## config.mk

```make
export PLATFORM = sky130hd
export DESIGN_NAME = cv32e40p_fpu_xif_result_tx
export DESIGN_NICKNAME = d
export VERILOG_FILES = /design/src/rtl/cv32e40p_fpu_xif_result_tx.sv
export SDC_FILE = /design/constraint.sdc
export NUM_CORES = 1
export LEC_CHECK = 0
export BUFFER_PORTS_ARGS = -buffer_cell sky130_fd_sc_hd__buf_4
export CAP_MARGIN = 20
export CELL_PAD_IN_SITES_DETAIL_PLACEMENT = 1
export CELL_PAD_IN_SITES_GLOBAL_PLACEMENT = 1
export CORE_UTILIZATION = 35
export CTS_CLUSTER_DIAMETER = 150
export DETAILED_ROUTE_END_ITERATION = 16
export PLACE_DENSITY_LB_ADDON = 0.05
export SYNTH_ARGS = -nofsm -noshare
export SYNTH_HDL_FRONTEND = slang
export SYNTH_SLANG_ARGS = --single-unit
export TNS_END_PERCENT = 30
```

## constraint.sdc

```tcl
create_clock -name clk_i -period 8.6 [get_ports clk_i]
set_input_delay 0.86 -clock clk_i [delete_from_list [all_inputs] [get_ports clk_i]]
set_output_delay 0.86 -clock clk_i [all_outputs]
set_load 0.005 [all_outputs]
```

## src/rtl/cv32e40p_fpu_xif_result_tx.sv

```systemverilog
// cv32e40p_fpu_xif_result_tx
// Coprocessor-side CV-X-IF result transmitter for the FPNEW FPU (F-only).
// Completed FPU operations are queued in an in-order FIFO. The head entry is
// presented on the X-IF result channel and stays stable until the core
// accepts it. A flush from the kill path discards everything buffered.

module cv32e40p_fpu_xif_result_tx #(
  parameter int unsigned DEPTH    = 2,
  parameter int unsigned ID_WIDTH = 4,
  parameter int unsigned FLEN     = 32
) (
  input  logic                       clk_i,
  input  logic                       rst_i,
  input  logic                       flush_i,
  input  logic                       fpu_valid_i,
  output logic                       fpu_ready_o,
  input  logic [FLEN-1:0]            fpu_result_i,
  input  logic [4:0]                 fpu_status_i,
  input  logic [ID_WIDTH-1:0]        fpu_id_i,
  input  logic [4:0]                 fpu_rd_i,
  input  logic                       fpu_we_i,
  output logic                       x_result_valid_o,
  input  logic                       x_result_ready_i,
  output logic [ID_WIDTH-1:0]        x_result_id_o,
  output logic [FLEN-1:0]            x_result_data_o,
  output logic [4:0]                 x_result_rd_o,
  output logic                       x_result_we_o,
  output logic [4:0]                 x_result_fflags_o,
  output logic                       x_result_fflags_we_o,
  output logic [$clog2(DEPTH):0]     occupancy_o,
  output logic                       overflow_o
);

  localparam int unsigned AW = $clog2(DEPTH);
  localparam int unsigned CW = AW + 1;

  typedef struct packed {
    logic [ID_WIDTH-1:0] id;
    logic [FLEN-1:0]     data;
    logic [4:0]          status;
    logic [4:0]          rd;
    logic                we;
  } entry_t;

  entry_t              mem_q [DEPTH];
  entry_t              mem_d [DEPTH];
  logic [AW-1:0]       wptr_q, wptr_d;
  logic [AW-1:0]       rptr_q, rptr_d;
  logic [CW-1:0]       count_q, count_d;
  logic                overflow_q, overflow_d;
  logic                stall_q, stall_d;
  logic [ID_WIDTH-1:0] stall_id_q, stall_id_d;

  logic   push;
  logic   pop;
  entry_t head;

  // Handshake qualifiers; ready/valid come from registered count only
  assign fpu_ready_o      = (count_q != CW'(DEPTH));
  assign x_result_valid_o = (count_q != '0);
  assign push             = fpu_valid_i && fpu_ready_o;
  assign pop              = x_result_valid_o && x_result_ready_i;
  assign head             = mem_q[rptr_q];

  // Payload is gated by valid so an empty channel always shows zeros
  assign x_result_id_o        = x_result_valid_o ? head.id     : '0;
  assign x_result_data_o      = x_result_valid_o ? head.data   : '0;
  assign x_result_rd_o        = x_result_valid_o ? head.rd     : '0;
  assign x_result_we_o        = x_result_valid_o ? head.we     : 1'b0;
  assign x_result_fflags_o    = x_result_valid_o ? head.status : '0;
  assign x_result_fflags_we_o = x_result_valid_o && (|head.status);
  assign occupancy_o          = count_q;
  assign overflow_o           = overflow_q;

  // Next-state for the FIFO: flush wins over push and pop in the same cycle
  always_comb begin
    mem_d   = mem_q;
    wptr_d  = wptr_q;
    rptr_d  = rptr_q;
    count_d = count_q;
    if (flush_i) begin
      wptr_d  = '0;
      rptr_d  = '0;
      count_d = '0;
    end else begin
      if (push) begin
        mem_d[wptr_q].id     = fpu_id_i;
        mem_d[wptr_q].data   = fpu_result_i;
        mem_d[wptr_q].status = fpu_status_i;
        mem_d[wptr_q].rd     = fpu_rd_i;
        mem_d[wptr_q].we     = fpu_we_i;
        wptr_d               = wptr_q + AW'(1);
      end
      if (pop) begin
        rptr_d = rptr_q + AW'(1);
      end
      if (push && !pop) begin
        count_d = count_q + CW'(1);
      end else if (!push && pop) begin
        count_d = count_q - CW'(1);
      end
    end
  end

  // Sticky error: the FPU changed its tag while being held off by !ready
  always_comb begin
    stall_d    = fpu_valid_i && !fpu_ready_o;
    stall_id_d = fpu_id_i;
    overflow_d = overflow_q;
    if (stall_d && stall_q && (fpu_id_i != stall_id_q)) begin
      overflow_d = 1'b1;
    end
  end

  // State registers with asynchronous active-high reset
  always_ff @(posedge clk_i or posedge rst_i) begin
    if (rst_i) begin
      for (int i = 0; i < int'(DEPTH); i++) begin
        mem_q[i] <= '0;
      end
      wptr_q     <= '0;
      rptr_q     <= '0;
      count_q    <= '0;
      overflow_q <= 1'b0;
      stall_q    <= 1'b0;
      stall_id_q <= '0;
    end else begin
      mem_q      <= mem_d;
      wptr_q     <= wptr_d;
      rptr_q     <= rptr_d;
      count_q    <= count_d;
      overflow_q <= overflow_d;
      stall_q    <= stall_d;
      stall_id_q <= stall_id_d;
    end
  end

endmodule

```

Word-level counts from Yosys, hierarchy flattened

Cells that the tools add are included.

Bits in writable memories: 0
Output and inout port bits: 53
Input bits: 52
Memories: 0
ROM bits: 0
Bits in registers: 104
Word-level logic and storage cells: 76
Bits in latches: 0

Multipliers: 0
Shifts and indexed selects: 0
$lt $le $gt $ge: 3
$add $sub $neg: 4
Bitwise gates (word level): 3
Divide/modulo/power cells: 0
Equal/unequal tests: 2
Reductions and logical operators: 18
Muxes and demuxes: 30

Operators with widths:

| cell                                                     | number |
|---|---|
| bitwise mux 94 bit                                       | 5 |
| demux 47 bit (select 1 bit)                              | 5 |
| two-way mux 47 bit                                       | 4 |
| two-way mux 43 bit                                       | 1 |
| two-way mux 32 bit                                       | 1 |
| two-way mux 11 bit                                       | 1 |
| two-way mux 5 bit                                        | 2 |
| logical AND 1 bit                                        | 9 |
| two-way mux 1 bit                                        | 6 |
| two-way mux 2 bit                                        | 3 |
| two-way mux 6 bit                                        | 1 |
| nonzero test 2 bit                                       | 3 |
| OR reduction 5 bit                                       | 1 |
| greater-or-equal comparator 2 bit, second input constant | 2 |
| two-way mux 4 bit                                        | 1 |
| != test 4 bit                                            | 1 |
| NOT 1 -> 2 bit                                           | 2 |
| logical NOT 1 bit                                        | 3 |
| nonzero test 3 bit                                       | 1 |
| adder 1 bit, second input constant                       | 2 |
| adder 2 x 1 -> 2 bit, second input constant              | 1 |
| < comparator 2 x 1 -> 1 bit, second input constant       | 1 |
| != test 2 bit, second input constant                     | 1 |
| AND reduction 2 bit                                      | 1 |
| 2 further kinds                                          | 2 |

Logic depth before layout (Yosys ltp)

Gate-level depths: netlist (run 1).

Word-level depth: 10
Mapped depth: 6
Depth with buffers taken out: 4

Least setup slack after synthesis (run 1)

No wires, ideal clock.

Path kind: register -> output
Start point: reg count_q[0] (netlist: occupancy_o[0])
End point: out x_result_data_o[23]
Buffers on the path: 2
Path slack: 6,419 ps
Cell stages (with the launch flop): 5
Arrival: 1,321 ps
Cell sequence: dfrtp_1 -> nor2_1 -> clkbuf_1 -> buf_1 -> nor2_1

Longest elaborated chain between the ends: 2

Ends and longest elaborated chain:

| item                   | line | RTL |
|---|---|---|
| from (decl)            | 49   | `logic [CW-1:0] count_q, count_d;` |
| from (signal assigned) | 131  | `count_q <= count_d;` |
| nonzero test 2 bit     | 60   | `assign x_result_valid_o = (count_q != '0);` |
| two-way mux 32 bit     | 67   | `assign x_result_data_o = x_result_valid_o ? head.data : '0;` |
| to (decl)              | 25   | `output logic [FLEN-1:0] x_result_data_o,` |

No other way between the ends.

Worst setup path in the final report (run 1)

Start point: reg count_q[0] (netlist: occupancy_o[0])
End point: out x_result_id_o[0]

Longest elaborated chain between the ends: 2

Ends and longest elaborated chain:

| item               | line | RTL |
|---|---|---|
| nonzero test 2 bit | 60   |  |
| two-way mux 4 bit  | 66   | `assign x_result_id_o = x_result_valid_o ? head.id : '0;` |
| to (decl)          | 24   | `output logic [ID_WIDTH-1:0] x_result_id_o,` |

No other way between the ends.

==> results.yml, run 1 <==
outcome:
  status: "complete, no violations"
worst_setup_path:
  critPathRequiredTime_ns: 7.74
  timing.rr.start: "occupancy_o[1]"
  cp_common_cell: "buf_4"
  cpPeakStageDelay_ns: 0.58
  start_kind: "flop"
  end_kind: "output port"
  critPathSlowestCell: "nor2_4"
  crit_chain: "nor2_4, buf_4, nor2_1, buf_4"
  startpoint: "occupancy_o[0]"
  crit_arrival_ns: 2.19
  path_max_fanout: 29
  path_class: "reg2out"
drt:
  drt_iter0_markers: 70
  drt_pass1_iterations: 4
  vias_per_cell: 4.830
  post-route-drc-count: 0
  wirelength_mm: 10.71
  avgRoutedWirePerCell_um: 17.05
  detail-route-antenna-nets: 0
  num_vias: 3033
synth:
  synth_cell_types: 31
  synth-main-ff-cell: "dfrtp_1"
  yosysTopAreaCell: "dfrtp_1"
  yosysWarnings: 0
  synth_seq_area_share_pct: 53.98
  syn_area_um2: 4821
  yosys_register_bits: 104
  synth_top_area_share_pct: 53.98
  synth_fp_nets: 400
  synth_edf_count: 0
  syn_area_per_cell_um2: 13.85
  synthTopCellsByArea: "dfrtp_1, mux2i_1, mux2_4"
  async_reset_ff_share_pct: 100.0
  syn_inst: 348
global_route:
  grtUsageTotal_pct: 16.64
  grt_pass1_vias: 3388
  grt_first_pass_wirelength_mm: 18.15
  grt_max_degree: 68
  grt_overflow: 0
  antenna_found_initial: 0
power_and_ir_drop:
  ir_worst_vdd_uv: 123.8
  p_per_area_nw_per_um2: 233.9
  leakage_nw: 2.795
clocking:
  cts_tree: "done"
  clockRootBuffer: "clkbuf_16"
  htreeDepth: 3
  cts_hold_buf: 0
  clk_pin_slew_ns: 0.06
  post_cts_resized: 0
  cts_made_buffers: 9
  cts.sinks: 104
  clk_latency_ns: 0.34
  cts_buffer_depth: 2
  postCtsSetupBuffers: 0
placement:
  dp.cells: 612
  placed_cell_area_um2: 5729
  dp_hpwl_mm: 6.646
  place.gp.congestion: 0.7377
  io_buffers: 104
sta:
  max_freq_ghz: 0.3275
  hold_viol_final: 0
  worstMarginPinSlew_ns: 0.9090
  fin_worst_skew_ns: 0.002969
  period_share_pct: 35.51
  min_period_ns: 3.054
  grt_setup_unrepaired: "false"
  tns_ns: 0
  slew_headroom_pct: 39.40
  final_max_slew_viol_count: 0
  setup_viol: 0
worst_hold_path:
  min_path_type: "reg2reg"
  hold_start: "overflow_o"
floorplan:
  row_count: 42
  dieArea_um2: 14250
  die_h_um: 119.4
  dieWidth_um: 119.4
  pin_count: 105
  initial_core_util_pct: 36.12
  core_area_um2: 13350
flow_run:
  cap_violations: 0
final_layout:
  syn_to_final_growth_pct: 25.38
  fin_area_um2: 6045
  nets: 499
  fill_cells: 1400
  final_cells: 628
  diodes: 0
  drive_above_1_share_pct: 43.58
layout by cell type, fill, tap and decap left out, types with 2 or more instances in the layout:
cell       instances
buf_4            109
dfrtp_1          103
nor2_1            49
mux2i_1           48
mux2_2            34
mux2_1            30
mux2_4            30
clkbuf_16          9
a21oi_1            4
xnor2_1            4
nor3_1             3
clkbuf_1           3
inv_2              2
o21ai_0            2
bufinv_16          2
through the flow:
| step | hold WS [ns] | setup WS (ns) | util, % | total power [W] |
|---|---|---|---|---|
| after floorplan | 0.4574 | 5.008 | - | 0.0008702 |
| after global placement | 0.4533 | 5.867 | 42.92 | 0.0009767 |
| after detailed placement | 0.4583 | 5.867 | 42.92 | 0.0009909 |
| after CTS | 0.4735 | 5.468 | 45.29 | 0.001439 |
| after global routing | 0.4838 | 5.398 | 45.29 | 0.001499 |
| final | 0.4685 | 5.546 | 45.29 | 0.001414 |
logic make-up after synthesis:
family,Yosys count,share of synthesized area [%]
muxes,142,34.26
DFF,104,53.98
and+or+nand+nor,63,6.307
buffers and inverters,25,3.426
AOI/OAI and AO/OA,9,1.116
xor gates and xnor gates,5,0.9083
state kept, by name (all words and copies together) (netlist names):
signal / cells
mem_q: 94
stall_id_q: 4
rptr_q: 1
overflow_o: 1
stall_q: 1
wptr_q: 1
occupancy_o: 2
layout make-up:
class,instances,area (um2),share of cell area (%)
well taps,176,220.2,3.643
clock buffers,13,250.2,4.140
repair buffers,109,818.3,13.54
multi-input cells,219,2069,34.24
clock inverters,3,65.06,1.076
inverters,4,17.52,0.2898
flip-flops and latches,104,2604,43.08
critical path: cells and delay by family, from the launching register on:
kind / cells / cell delay [ns]
simple gates: 2 / 0.73
buf+inv: 2 / 0.62
flops: 1 / 0.49
synth_stat cells (2+ instances only):
| cell | count |
|---|---|
| o21ai_0 | 2 |
| buf_2 | 6 |
| dfrtp_1 | 104 |
| inv_1 | 2 |
| nor2_1 | 50 |
| mux2_4 | 30 |
| buf_6 | 8 |
| mux2_1 | 30 |
| a21oi_1 | 4 |
| nor3_1 | 3 |
| mux2_2 | 34 |
| mux2i_1 | 48 |
| inv_2 | 2 |
| xnor2_1 | 4 |
| clkbuf_1 | 5 |
worst paths after layout:
kind / to / depth (start not counted) / slack [ns]
max: x_result_id_o[0] / 4 / 5.55
min: overflow_o / 1 / 0.47
max reg2reg: mem_q[42] / 5 / 6.38
min reg2reg: overflow_o / 1 / 0.47
max in group asynchronous: rptr_q / 3 / 6.75
min in group asynchronous: wptr_q / 2 / 0.55
metal layers:
layer  vias to the layer above  part of all wire, %  wire (um)  GRT usage, %
met5                         -                    0          0             0
met3                        11                  5.7        606         5.603
met4                         0                  1.2        124         4.453
met2                        70                   47       5041         26.74
met1                      1545                   46       4933         21.37
li1                       1407                    -          -             -
where the power goes:
part           leakage (nW)  internal, W  switching (W)
clock network         0.154     0.000263       0.000176
registers              1.24     0.000602      0.0000622
logic                  1.40     0.000193       0.000117
total                  2.79      0.00106       0.000355
(Power assumes the default switching activity.)
==> run 2: changes to the inputs <==
- clock period: 8.6 -> 2.64 ns (I/O delays scaled with it)
==> results.yml, run 2 (same netlist as run 1, synthesis figures left out) <==
outcome:
  status: "complete, no violations"
drt:
  wl_met3_um: 691
  drt_iter0_markers: 61
  detail-route-antenna-nets: 0
  wl_met2_mm: 5.171
  post-route-drc-count: 0
  avgRoutedWirePerCell_um: 16.87
  wl_met1_mm: 4.691
  vias_per_cell: 4.738
  drt_pass1_iterations: 4
  top_layer_used: "met4"
  num_vias: 2999
  wirelength_mm: 10.68
worst_setup_path:
  critPathRequiredTime_ns: 2.38
  worstSetupEndpoint: "x_result_id_o[1]"
  path_class: "reg2out"
  startpoint: "rptr_q"
  start_kind: "flop"
  r2r-end: "mem_q[46]"
  crit_arrival_ns: 1.86
  path_max_fanout: 37
  timing.rr.start: "occupancy_o[1]"
  end_kind: "output port"
  r2r_cells: 5
  reg2reg_slack_ns: 0.66
final_layout:
  final_cells: 633
  fin_area_um2: 6078
  syn_to_final_growth_pct: 26.08
  largest_reg_flops: 94
  fill_cells: 1410
  drive_above_1_share_pct: 43.98
  top_register: "mem_q"
  most-common-layout-cells: "buf_4, dfrtp_1, nor2_1, mux2i_1, mux2_2"
  final_common_cell: "buf_4"
  diodes: 0
  nets: 506
sta:
  period_share_pct: 80.43
  setup_viol: 0
  min_period_ns: 2.123
  max_freq_ghz: 0.4710
  slew_headroom_pct: 51.65
  worstMarginPinSlew_ns: 0.7252
  grt_setup_unrepaired: "false"
  tns_ns: 0
  fin_worst_skew_ns: 0.005077
  final_max_slew_viol_count: 0
  finalWorstSetupSlack_ns: 0.5167
  hold_viol_final: 0
floorplan:
  pin_count: 105
  row_count: 42
  die_h_um: 119.4
  dieArea_um2: 14250
  initial_core_util_pct: 36.12
  dieWidth_um: 119.4
  core_area_um2: 13350
clocking:
  cts_tree: "done"
  cts.sinks: 104
  post_cts_resized: 0
  clockRootBuffer: "clkbuf_16"
  cts_made_buffers: 9
  cts_buffer_depth: 2
  htreeDepth: 3
  clk_pin_slew_ns: 0.06
  clk_latency_ns: 0.35
global_route:
  grt_overflow: 0
  grt_pass1_vias: 3277
  antenna_found_initial: 0
  grt_max_degree: 38
  grt_first_pass_wirelength_mm: 17.27
  grtUsageTotal_pct: 16.07
power_and_ir_drop:
  power_frac_clock_pct: 27.4
  p_int_w: 0.003262
  p_sw_w: 0.001145
  seq_power_share_pct: 49.2
  power.share.combinational_pct: 23.4
  swShare_pct: 25.98
  leakage_nw: 2.810
  p_per_area_nw_per_um2: 725.1
  ir_worst_vdd_uv: 388.0
worst_hold_path:
  min_path_type: "in2reg"
placement:
  dp_hpwl_mm: 7.194
  post-place-ws_ns: 0.6497
  placed_cell_area_um2: 5813
  io_buffers: 104
  dp.cells: 618
  place.gp.congestion: 0.6716
flow_run:
  cap_violations: 0
## run 2: changes by cell type in the layout (fill, tap and decap cells not counted)
cell	before	now
clkinvlp_4	0	1
bufinv_16	2	0
buf_12	0	3
dlygate4sd3_1	0	1
inv_4	1	0
buf_4	109	112
## run 2: worst max-delay path, cell delays in order, from the launching register on
cell	delay, ns
dfrtp_2	0.38
buf_4	0.60
mux2i_1	0.33
nor2_1	0.06
buf_4	0.13
## run 2: worst min-delay path by stage
| stage | from | endpoint | slack, ns | cells after the start |
|---|---|---|---|---|
| 3_3_place_gp | rst_i | mem_q[77] | 0.32 | 2 |
| 5_1_grt | fpu_id_i[2] | stall_id_q[2] | 0.05 | 1 |
| 3_5_place_dp | rst_i | mem_q[79] | 0.32 | 2 |
| 2_1_floorplan | fpu_id_i[0] | stall_id_q[0] | 0.30 | 0 |
| 4_1_cts | fpu_id_i[3] | stall_id_q[3] | 0.04 | 1 |
| 6_report | fpu_id_i[2] | stall_id_q[2] | 0.06 | 1 |
## run 2: repair_timing
item                      CTS  global route
hold buffers                1             0
setup buffers               0             0
hold endpoints to repair   17             0
## run 2: area by class of cell
class                   count  area (um2)  share of cell area (%)
repair buffers            116       910.9                   14.99
inverters                   4       18.77                  0.3088
multi-input cells         219        2069                   34.05
clock inverters             1       5.005                 0.08234
well taps                 176       220.2                   3.623
clock buffers              13       250.2                   4.117
flip-flops and latches    104        2604                   42.84
## run 2: per-layer routing
layer | vias up | global-route usage, %
met5 | - | 0
met4 | 0 | 4.453
met3 | 11 | 6.322
li1 | 1410 | -
met2 | 63 | 25.91
met1 | 1515 | 19.94
## run 2: metrics by stage
step | total power (W) | utilization (%) | hold slack [ns]
global placement | 0.003211 | 43.55 | 0.3230
global route | 0.004661 | 45.54 | 0.04507
detailed placement | 0.003246 | 43.55 | 0.3223
CTS | 0.004490 | 45.54 | 0.04088
finish | 0.004407 | 45.54 | 0.06084
floorplan | 0.002835 | - | 0.2954
## run 2: power by group through the flow
stage	clock network, W	registers (W)	logic, W
floorplan	0	0.00213	0.000708
global placement	0	0.00218	0.00103
detailed placement	0	0.00219	0.00105
CTS	0.00126	0.00217	0.00106
global route	0.00131	0.00221	0.00114
finish	0.00121	0.00217	0.00103
